$ cat config.mk
export PLATFORM = sky130hd
export DESIGN_NAME = pool_window_buffer
export DESIGN_NICKNAME = d
export VERILOG_FILES = /design/src/rtl/pool_pkg.sv /design/src/rtl/pool_raster_counter.sv /design/src/rtl/pool_window_buffer.sv
export SDC_FILE = /design/constraint.sdc
export NUM_CORES = 2
export LEC_CHECK = 0
export CAP_MARGIN = 20
export CORE_MARGIN = 2
export CORE_UTILIZATION = 45
export CTS_BUF_LIST = sky130_fd_sc_hd__clkbuf_16
export DETAILED_ROUTE_END_ITERATION = 10
export GPL_ROUTABILITY_DRIVEN = 0
export PLACE_DENSITY = 0.64
export SKIP_LAST_GASP = 1
export SLEW_MARGIN = 40
export SYNTH_ARGS = -nofsm -noshare
export SYNTH_HDL_FRONTEND = slang
export SYNTH_SLANG_ARGS = --single-unit
$ cat constraint.sdc
create_clock -name clk -period 22 [get_ports clk]
set_clock_uncertainty 0.1 [all_clocks]
set_input_delay 3.3 -clock clk [delete_from_list [all_inputs] [get_ports clk]]
set_output_delay 3.3 -clock clk [all_outputs]
set_load 0.02 [all_outputs]
$ cat src/rtl/pool_pkg.sv
// pool_pkg: window geometry and lane indexing shared with the max-pooling stage
package pool_pkg;
    localparam int POOL_DATA_W    = 22;
    localparam int POOL_WIN       = 4;
    localparam int POOL_WIN_ELEMS = POOL_WIN * POOL_WIN;
    function automatic int lane(input int r, input int c);
        return POOL_WIN * r + c;
    endfunction
endpackage

$ cat src/rtl/pool_raster_counter.sv
// pool_raster_counter: raster col/row tracking with sof force and window/frame flags
// POOL_BUF_SOF_CHK_EN adds a sync_err flag for truncated or sof-less frames.
module pool_raster_counter #(
    parameter int IMG_W = 16,
    parameter int IMG_H = 16,
    parameter int CW    = $clog2(IMG_W),
    parameter int RW    = $clog2(IMG_H)
) (
    input  logic          clk,
    input  logic          reset,
    input  logic          in_valid,
    input  logic          in_sof,
    output logic [CW-1:0] col,
    output logic [1:0]    row_lo,
    output logic          win_done,
`ifdef POOL_BUF_SOF_CHK_EN
    output logic          sync_err,
`endif
    output logic          frame_end
);
    logic [CW-1:0] col_q;
    logic [RW-1:0] row_q, row;
    logic          last_col, last_row;
    // sof re-labels the current pixel as (0,0) before any decision is made
    assign col       = in_sof ? '0 : col_q;
    assign row       = in_sof ? '0 : row_q;
    assign row_lo    = row[1:0];
    assign last_col  = col == CW'(IMG_W - 1);
    assign last_row  = row == RW'(IMG_H - 1);
    assign win_done  = in_valid & (col[1:0] == 2'd3) & (row[1:0] == 2'd3);
    assign frame_end = win_done & last_col & last_row;
    always_ff @(posedge clk or posedge reset)
        if (reset) begin
            col_q <= '0;
            row_q <= '0;
        end else if (in_valid) begin
            col_q <= last_col ? '0 : col + 1'b1;
            row_q <= last_col ? (last_row ? '0 : row + 1'b1) : row;
        end
`ifdef POOL_BUF_SOF_CHK_EN
    logic seen;
    logic at_origin;
    assign at_origin = (col_q == '0) && (row_q == '0);
    // the very first pixel after reset may start a frame without sof
    assign sync_err  = in_valid & (in_sof ? !at_origin : (seen & at_origin));
    always_ff @(posedge clk or posedge reset)
        if (reset)
            seen <= 1'b0;
        else if (in_valid)
            seen <= 1'b1;
`endif
endmodule

$ cat src/rtl/pool_window_buffer.sv
// pool_window_buffer: four-row pixel store emitting each non-overlapping 4x4 window in parallel
// POOL_BUF_SOF_CHK_EN enables the sticky frame-sync error output err.
module pool_window_buffer
    import pool_pkg::*;
#(
    parameter int DATA_W = POOL_DATA_W,
    parameter int IMG_W  = 16,
    parameter int IMG_H  = 16
) (
    input  logic                             clk,
    input  logic                             reset,
    input  logic                             in_valid,
    input  logic                             in_sof,
    input  logic [DATA_W-1:0]                in_data,
    output logic [POOL_WIN_ELEMS*DATA_W-1:0] win_data,
    output logic                             win_valid,
    output logic                             frame_done,
    output logic                             err
);
    localparam int CW = $clog2(IMG_W);
    logic [DATA_W-1:0]                mem [POOL_WIN][IMG_W];
    logic [CW-1:0]                    col, cb;
    logic [1:0]                       row_lo;
    logic                             win_done, frame_end;
    logic [POOL_WIN_ELEMS*DATA_W-1:0] win_next;
`ifdef POOL_BUF_SOF_CHK_EN
    logic sync_err;
`endif
    pool_raster_counter #(.IMG_W(IMG_W), .IMG_H(IMG_H)) u_cnt (
        .clk      (clk),
        .reset    (reset),
        .in_valid (in_valid),
        .in_sof   (in_sof),
        .col      (col),
        .row_lo   (row_lo),
        .win_done (win_done),
`ifdef POOL_BUF_SOF_CHK_EN
        .sync_err (sync_err),
`endif
        .frame_end(frame_end)
    );
    assign cb = {col[CW-1:2], 2'b00};
    // completing pixel is bypassed into lane 15 rather than read back from storage
    for (genvar r = 0; r < POOL_WIN; r++) begin : g_r
        for (genvar c = 0; c < POOL_WIN; c++) begin : g_c
            if (r == POOL_WIN - 1 && c == POOL_WIN - 1) begin : g_byp
                assign win_next[lane(r, c)*DATA_W +: DATA_W] = in_data;
            end else begin : g_mem
                assign win_next[lane(r, c)*DATA_W +: DATA_W] = mem[r][cb + CW'(c)];
            end
        end
    end
    always_ff @(posedge clk)
        if (in_valid)
            mem[row_lo][col] <= in_data;
    always_ff @(posedge clk or posedge reset)
        if (reset) begin
            win_data   <= '0;
            win_valid  <= 1'b0;
            frame_done <= 1'b0;
        end else begin
            win_valid  <= win_done;
            frame_done <= frame_end;
            if (win_done)
                win_data <= win_next;
        end
`ifdef POOL_BUF_SOF_CHK_EN
    always_ff @(posedge clk or posedge reset)
        if (reset)
            err <= 1'b0;
        else if (sync_err)
            err <= 1'b1;
`else
    assign err = 1'b0;
`endif
endmodule

=== Word-level counts from Yosys, hierarchy flattened ===
Memory sizes are Yosys's and may differ from the RTL's.
Index checks and enable logic that the tools add are counted.
W data, S select, Z words.

* Register bits: 362
* RAM bits: 1408
* Bits of input ports: 26
* Output and inout port bits: 355
* Word-level logic and storage cells: 85
* Memories: 1

{| class="wikitable"
|+ Memories
! name !! words !! width !! rd ports !! clocked after memory_dff !! write ports !! RTL line !! text
|-
| mem || 4 || 352 || 4 || 0 || 1 || pool_window_buffer.sv:21 || <nowiki>logic [DATA_W-1:0] mem [POOL_WIN][IMG_W];</nowiki>
|}

* Add/sub/neg operators: 5
* Magnitude comparators: 6
* Equal/unequal tests: 4
* Muxes and demuxes: 54
* Bitwise logic cells: 9
* Reductions and logical operators: 1

{| class="wikitable"
|+ Operators with widths
! kind !! number
|-
| $bmux W22 S4 || 15
|-
| $mux W22 || 31
|-
| $mux W352 || 1
|-
| $demux W22 S4 || 1
|-
| $ge A5 B5 Y1 const B || 5
|-
| $not A4 Y5 || 5
|-
| $mux W4 || 5
|-
| $add A4 B1 Y4 const B || 3
|-
| $add A4 B2 Y4 const B || 2
|-
| $eq A4 B4 Y1 const B || 2
|-
| $lt A5 B1 Y1 const B || 1
|-
| $and A1 B1 Y1 || 4
|-
| $eq A2 B2 Y1 const B || 2
|-
| $logic_and A1 B1 Y1 || 1
|-
| $mux W1 || 1
|}

=== Logic depth before layout (Yosys ltp) ===
* Word-level depth: 7
* Depth in mapped cells: 12
* Depth with buffers taken out: 6

=== Hierarchy ===
A second synthesis with hierarchy kept.

* Cell total of the unflattened synthesis: 3497
* Area, all modules: 63143.1 µm²

{| class="wikitable"
|+ Modules (own cells, without submodules)
! module !! times used !! cells each !! area an instance (µm²) !! sequential area each (µm²)
|-
| pool_window_buffer || 1 || 3446 || 62620.1 || 48496.5
|-
| pool_raster_counter || 1 || 51 || 523.0 || 200.2
|}

=== Least setup slack after synthesis ===
No wires, ideal clock.

* Path type: input to register
* Start point: input port in_sof
* End point: memory mem[0][242] (netlist name) (enable)
* Setup time: 0.381 ns
* Data arrival time: 5.077 ns
* Required time: 21.519 ns
* Path slack: 16.443 ns
* Stages: 7
* Buffers on the path: 2
* Cell sequence: clkbuf_1 > clkbuf_1 > nand2b_1 > ha_1 > inv_1 > nor3_1 > and2_1

* Cells in the longest elaborated chain, start to end: 7
* Elaborated cells between the ends (all ways): 9
* Classes of those cells: 2 x order compare; 5 x mux; 1 x bitwise; 1 x reduce/logical

{| class="wikitable"
|+ RTL lines
! what !! RTL line !! text
|-
| from (decl) || pool_window_buffer.sv:13 || <nowiki>input logic in_sof,</nowiki>
|-
| $mux W4 || pool_raster_counter.sv:25 || <nowiki>assign col = in_sof ? '0 : col_q;</nowiki>
|-
| $not A4 Y5 (not written as such) || pool_window_buffer.sv:55 || <nowiki>mem[row_lo][col] <= in_data;</nowiki>
|-
| $ge A5 B5 Y1 (not written as such) or $lt A5 B1 Y1 (tied branches) || pool_window_buffer.sv:55 ||
|-
| $logic_and A1 B1 Y1 (not written as such) || pool_window_buffer.sv:55 ||
|-
| $mux W22 (not written as such) || pool_window_buffer.sv:55 ||
|-
| $demux W22 S4 || pool_window_buffer.sv:55 ||
|-
| $mux W352 (not written as such) || pool_window_buffer.sv:55 ||
|-
| to (decl) || pool_window_buffer.sv:21 ||
|}

Several ways; a longest one is shown, not always the timed one.

=== Worst setup path in the final report ===
* Start point: input port in_sof
* End point: register win_data[348]

* Cells in the longest elaborated chain, start to end: 4
* Elaborated cells between the ends (all ways): 6
* Classes of those cells: 2 x eq/ne; 2 x mux; 2 x bitwise

{| class="wikitable"
|+ RTL lines
! what !! RTL line !! text
|-
| $mux W4 || pool_raster_counter.sv:25 ||
|-
| $eq A2 B2 Y1 || pool_raster_counter.sv:30 || <nowiki>assign win_done = in_valid & (col[1:0] == 2'd3) & (row[1:0] == 2'd3);</nowiki>
|-
| $and A1 B1 Y1 || pool_raster_counter.sv:30 ||
|-
| $and A1 B1 Y1 (*) || pool_raster_counter.sv:30 ||
|-
| to (signal assigned) || pool_window_buffer.sv:65 || <nowiki>win_data <= win_next;</nowiki>
|-
| to (decl) || pool_window_buffer.sv:15 || <nowiki>output logic [POOL_WIN_ELEMS*DATA_W-1:0] win_data,</nowiki>
|}

Mark *: on every way between the ends. The rest lies on a longest branch, timed or not.
A chain may end at the register's enable or synchronous reset.

==> flow_summary.yaml <==
clocking:
  cts_tree: "yes"
  hold_buffers: 0
  cts.htree.levels: 4
  cts.sinks: 1682
  cts_buffers: 169
  cts-root-buf: "clkbuf_16"
  cts_buffer_depth: 3
  post-cts-setup-buffers: 0
  cts_resized: 0
  path_clk_slew_ps: 60
  clock_latency_ps: 790
critical_path:
  worst_setup_path_end_kind: "register"
  cp-startpoint: "in_sof"
  r2r_cells: 9
  r2r_slack_ps: 17430
  worst-path-max-fanout: 53
  r2r-end: "win_data[348]"
  crit_path_start_kind: "input pin"
  r2r-start: "u_cnt.row_q[1]"
  path_class: "input pin to register"
  crit_path_end: "win_data[348]"
  worstPathArrival_ps: 7720
  cp.required_ps: 22580
drt:
  post_drt_wl_per_cell_um: 28.6
  routed_wl_um: 165000
  ant_nets: 0
  via_per_inst: 6.04
  vias: 34857
  drcViolationCount: 0
  firstDrtPassIters: 9
  drt_iter0_drc: 3797
logic_synthesis:
  synth_compound_area_share_pct: 13.3
  syn_nets: 3484
  syn_area_mm2: 0.0605
  synthFlopType: "edfxtp_1"
  synth_top_family_by_area: "compound AO/OA/AOI/OAI gates"
  yosysMostFrequentCell: "edfxtp_1"
  synthXorXnorAreaFrac_pct: 0.0145
  synth_enable_flop_cells: 1320
  synthSimpleGateAreaFrac_pct: 1.28
  synth_cells: 3453
  synth_cell_types: 42
  synth_largest_area_cell: "edfxtp_1"
  yosysWarnings: 0
  async_flop_share_pct: 21.5
  yosys_register_bits: 1682
  muxShareOfSynthArea_pct: 2.60
  synth-seq-area-share_pct: 80.5
  synth.area.top_cells: "edfxtp_1, dfrtp_1, a22oi_1, a21oi_1, a31oi_1"
  avgSynthCellArea_um2: 17.5
  synth_top_area_share_pct: 65.5
  netlist_top_cells_count: "edfxtp_1, a22oi_1, a21oi_1"
  synthAdderAreaFrac_pct: 0.103
floorplanning:
  die_area_mm2: 0.137
  fp.dieH_um: 371
  pin_count: 381
  start_util_pct: 45.3
  rows: 134
  die_w_um: 371
  core_region_area_mm2: 0.133
final_layout:
  area_delta_synth_final_pct: 18.9
  drive_above_1_share_pct: 13.5
  layout.nets: 3885
power_and_ir_drop:
  ir_drop_v: 0.0000625
  power_density_mw_per_mm2: 96.3
  power_w: 0.00692
  leakagePower_nw: 25.1
sta:
  setup_ws_ps: 14860
  fmax_ghz: 0.140
  setup_viol: 0
  rsz0062_at_grt: "no"
  slew_viol_final: 0
  hold_viol_final: 0
  tightestPinTransition_ps: 899
  slew_headroom_pct: 40.1
  fin_crit_sh_pct: 32.5
  fin_setup_tns_ps: 0
  period_minus_slack_ps: 7140
global_routing:
  grt_antenna_before_repair: 5
  grt_use_total_pct: 23.6
  grt_pass1_wl_um: 237000
  grt_max_degree: 147
  grt_pass1_vias: 33844
  grt_overflow_total: 0
hold_path:
  min_path_type: "register to register"
  min_path_cells: 1
place:
  io_buffers: 379
  pre_cts_ws_ps: 13940
  dp_hpwl_um: 85300
flow_run:
  cap_violations: 0
outcome:
  status: "complete, no violations"
[sequential cells by signal, indices dropped and copies added (netlist names)]
register,count
mem,1320
u_cnt.row_q,4
win_valid,1
frame_done,1
win_data,352
u_cnt.col_q,4
[metal layers]
metal	GRT usage (%)	up-vias	routed length (um)	part of all wire, %
li1	-	14899	-	-
met1	33.1	18211	68800	42
met2	37.4	1510	80200	48
met3	4.33	235	12000	7.2
met4	7.37	2	4400	2.7
met5	0	-	12	0.0073
[area by class of cell]
cell class	instances	area, um^2
inverter	5	26.3
multi-input combinational	1493	10500
clock inverter	146	1050
timing repair buffer	503	5000
sequential	1682	48700
fill	10550	61600
antenna	4	10.0
tap	1768	2210
clock buffer	173	4330
[critical path, stage by stage]
cell	delay, ps
buf_2	130
buf_4	270
nor2b_1	320
ha_1	500
and2_4	680
and2_4	500
buf_12	250
buf_4	550
buf_4	390
buf_12	290
mux2_2	380
[through the flow]
| stage | area (um^2) | hold WS (ps) | utilization [%] | cells |
|---|---|---|---|---|
| after global placement | 66000 | 390 | 49.5 | 5435 |
| after global routing | 71900 | 431 | 53.8 | 5770 |
| after floorplan | 60500 | 395 | - | 3453 |
| after CTS | 71700 | 416 | 53.7 | 5764 |
| after detailed placement | 66300 | 393 | 49.7 | 5445 |
| final | 71900 | 413 | 53.9 | 5774 |
[cells in the final DEF (no fill, tap or decap), drive strengths merged, types with 2 or more instances in the layout]
cell type      count
a21oi            430
a222oi           111
a22oi            431
a31oi            231
a32oi              3
and2              59
and3               5
and3b              2
buf              147
bufinv            10
clkbuf           173
clkdlybuf4s50    356
clkinv            80
clkinvlp           5
dfrtp            362
diode              4
edfxtp          1320
ha                 5
inv               56
mux2             125
mux2i             14
nand2             11
nand2b            10
nand3              2
nor2               9
nor2b              6
nor3               7
nor4               4
o21ai              3
o311ai             3
or2               12
[worst min-delay path by stage]
stage	from	slack, ps	to
after floorplan	u_cnt.row_q[3]	400	frame_done
after global placement	win_data[350]	390	win_data[350]
after detailed placement	win_data[351]	390	win_data[351]
after CTS	win_data[344]	420	win_data[344]
after global routing	win_data[348]	430	win_data[348]
final	win_data[335]	410	win_data[335]
[power breakdown]
| part | internal, W | total (W) | leakage, nW | switching [W] |
|---|---|---|---|---|
| Clock | 0.00155 | 0.00276 | 2.80 | 0.00121 |
| Sequential | 0.00346 | 0.00348 | 16.9 | 0.0000222 |
| Combinational | 0.000207 | 0.000677 | 5.35 | 0.000470 |
| Total | 0.00522 | 0.00692 | 25.1 | 0.00170 |
[cell families (layout without fill, tap and decap cells)]
logic type / Yosys count / in the layout
buffers and inverters: 278 / 827
XOR/XNOR: 1 / 1
multiplexers: 139 / 139
other: 1 / 5
adder cells (fa/ha/maj): 5 / 5
AO/OA/AOI/OAI: 1216 / 1216
flip-flops: 1682 / 1682
AND/OR/NAND/NOR: 131 / 131
Power figures use the tool's default switching activity.
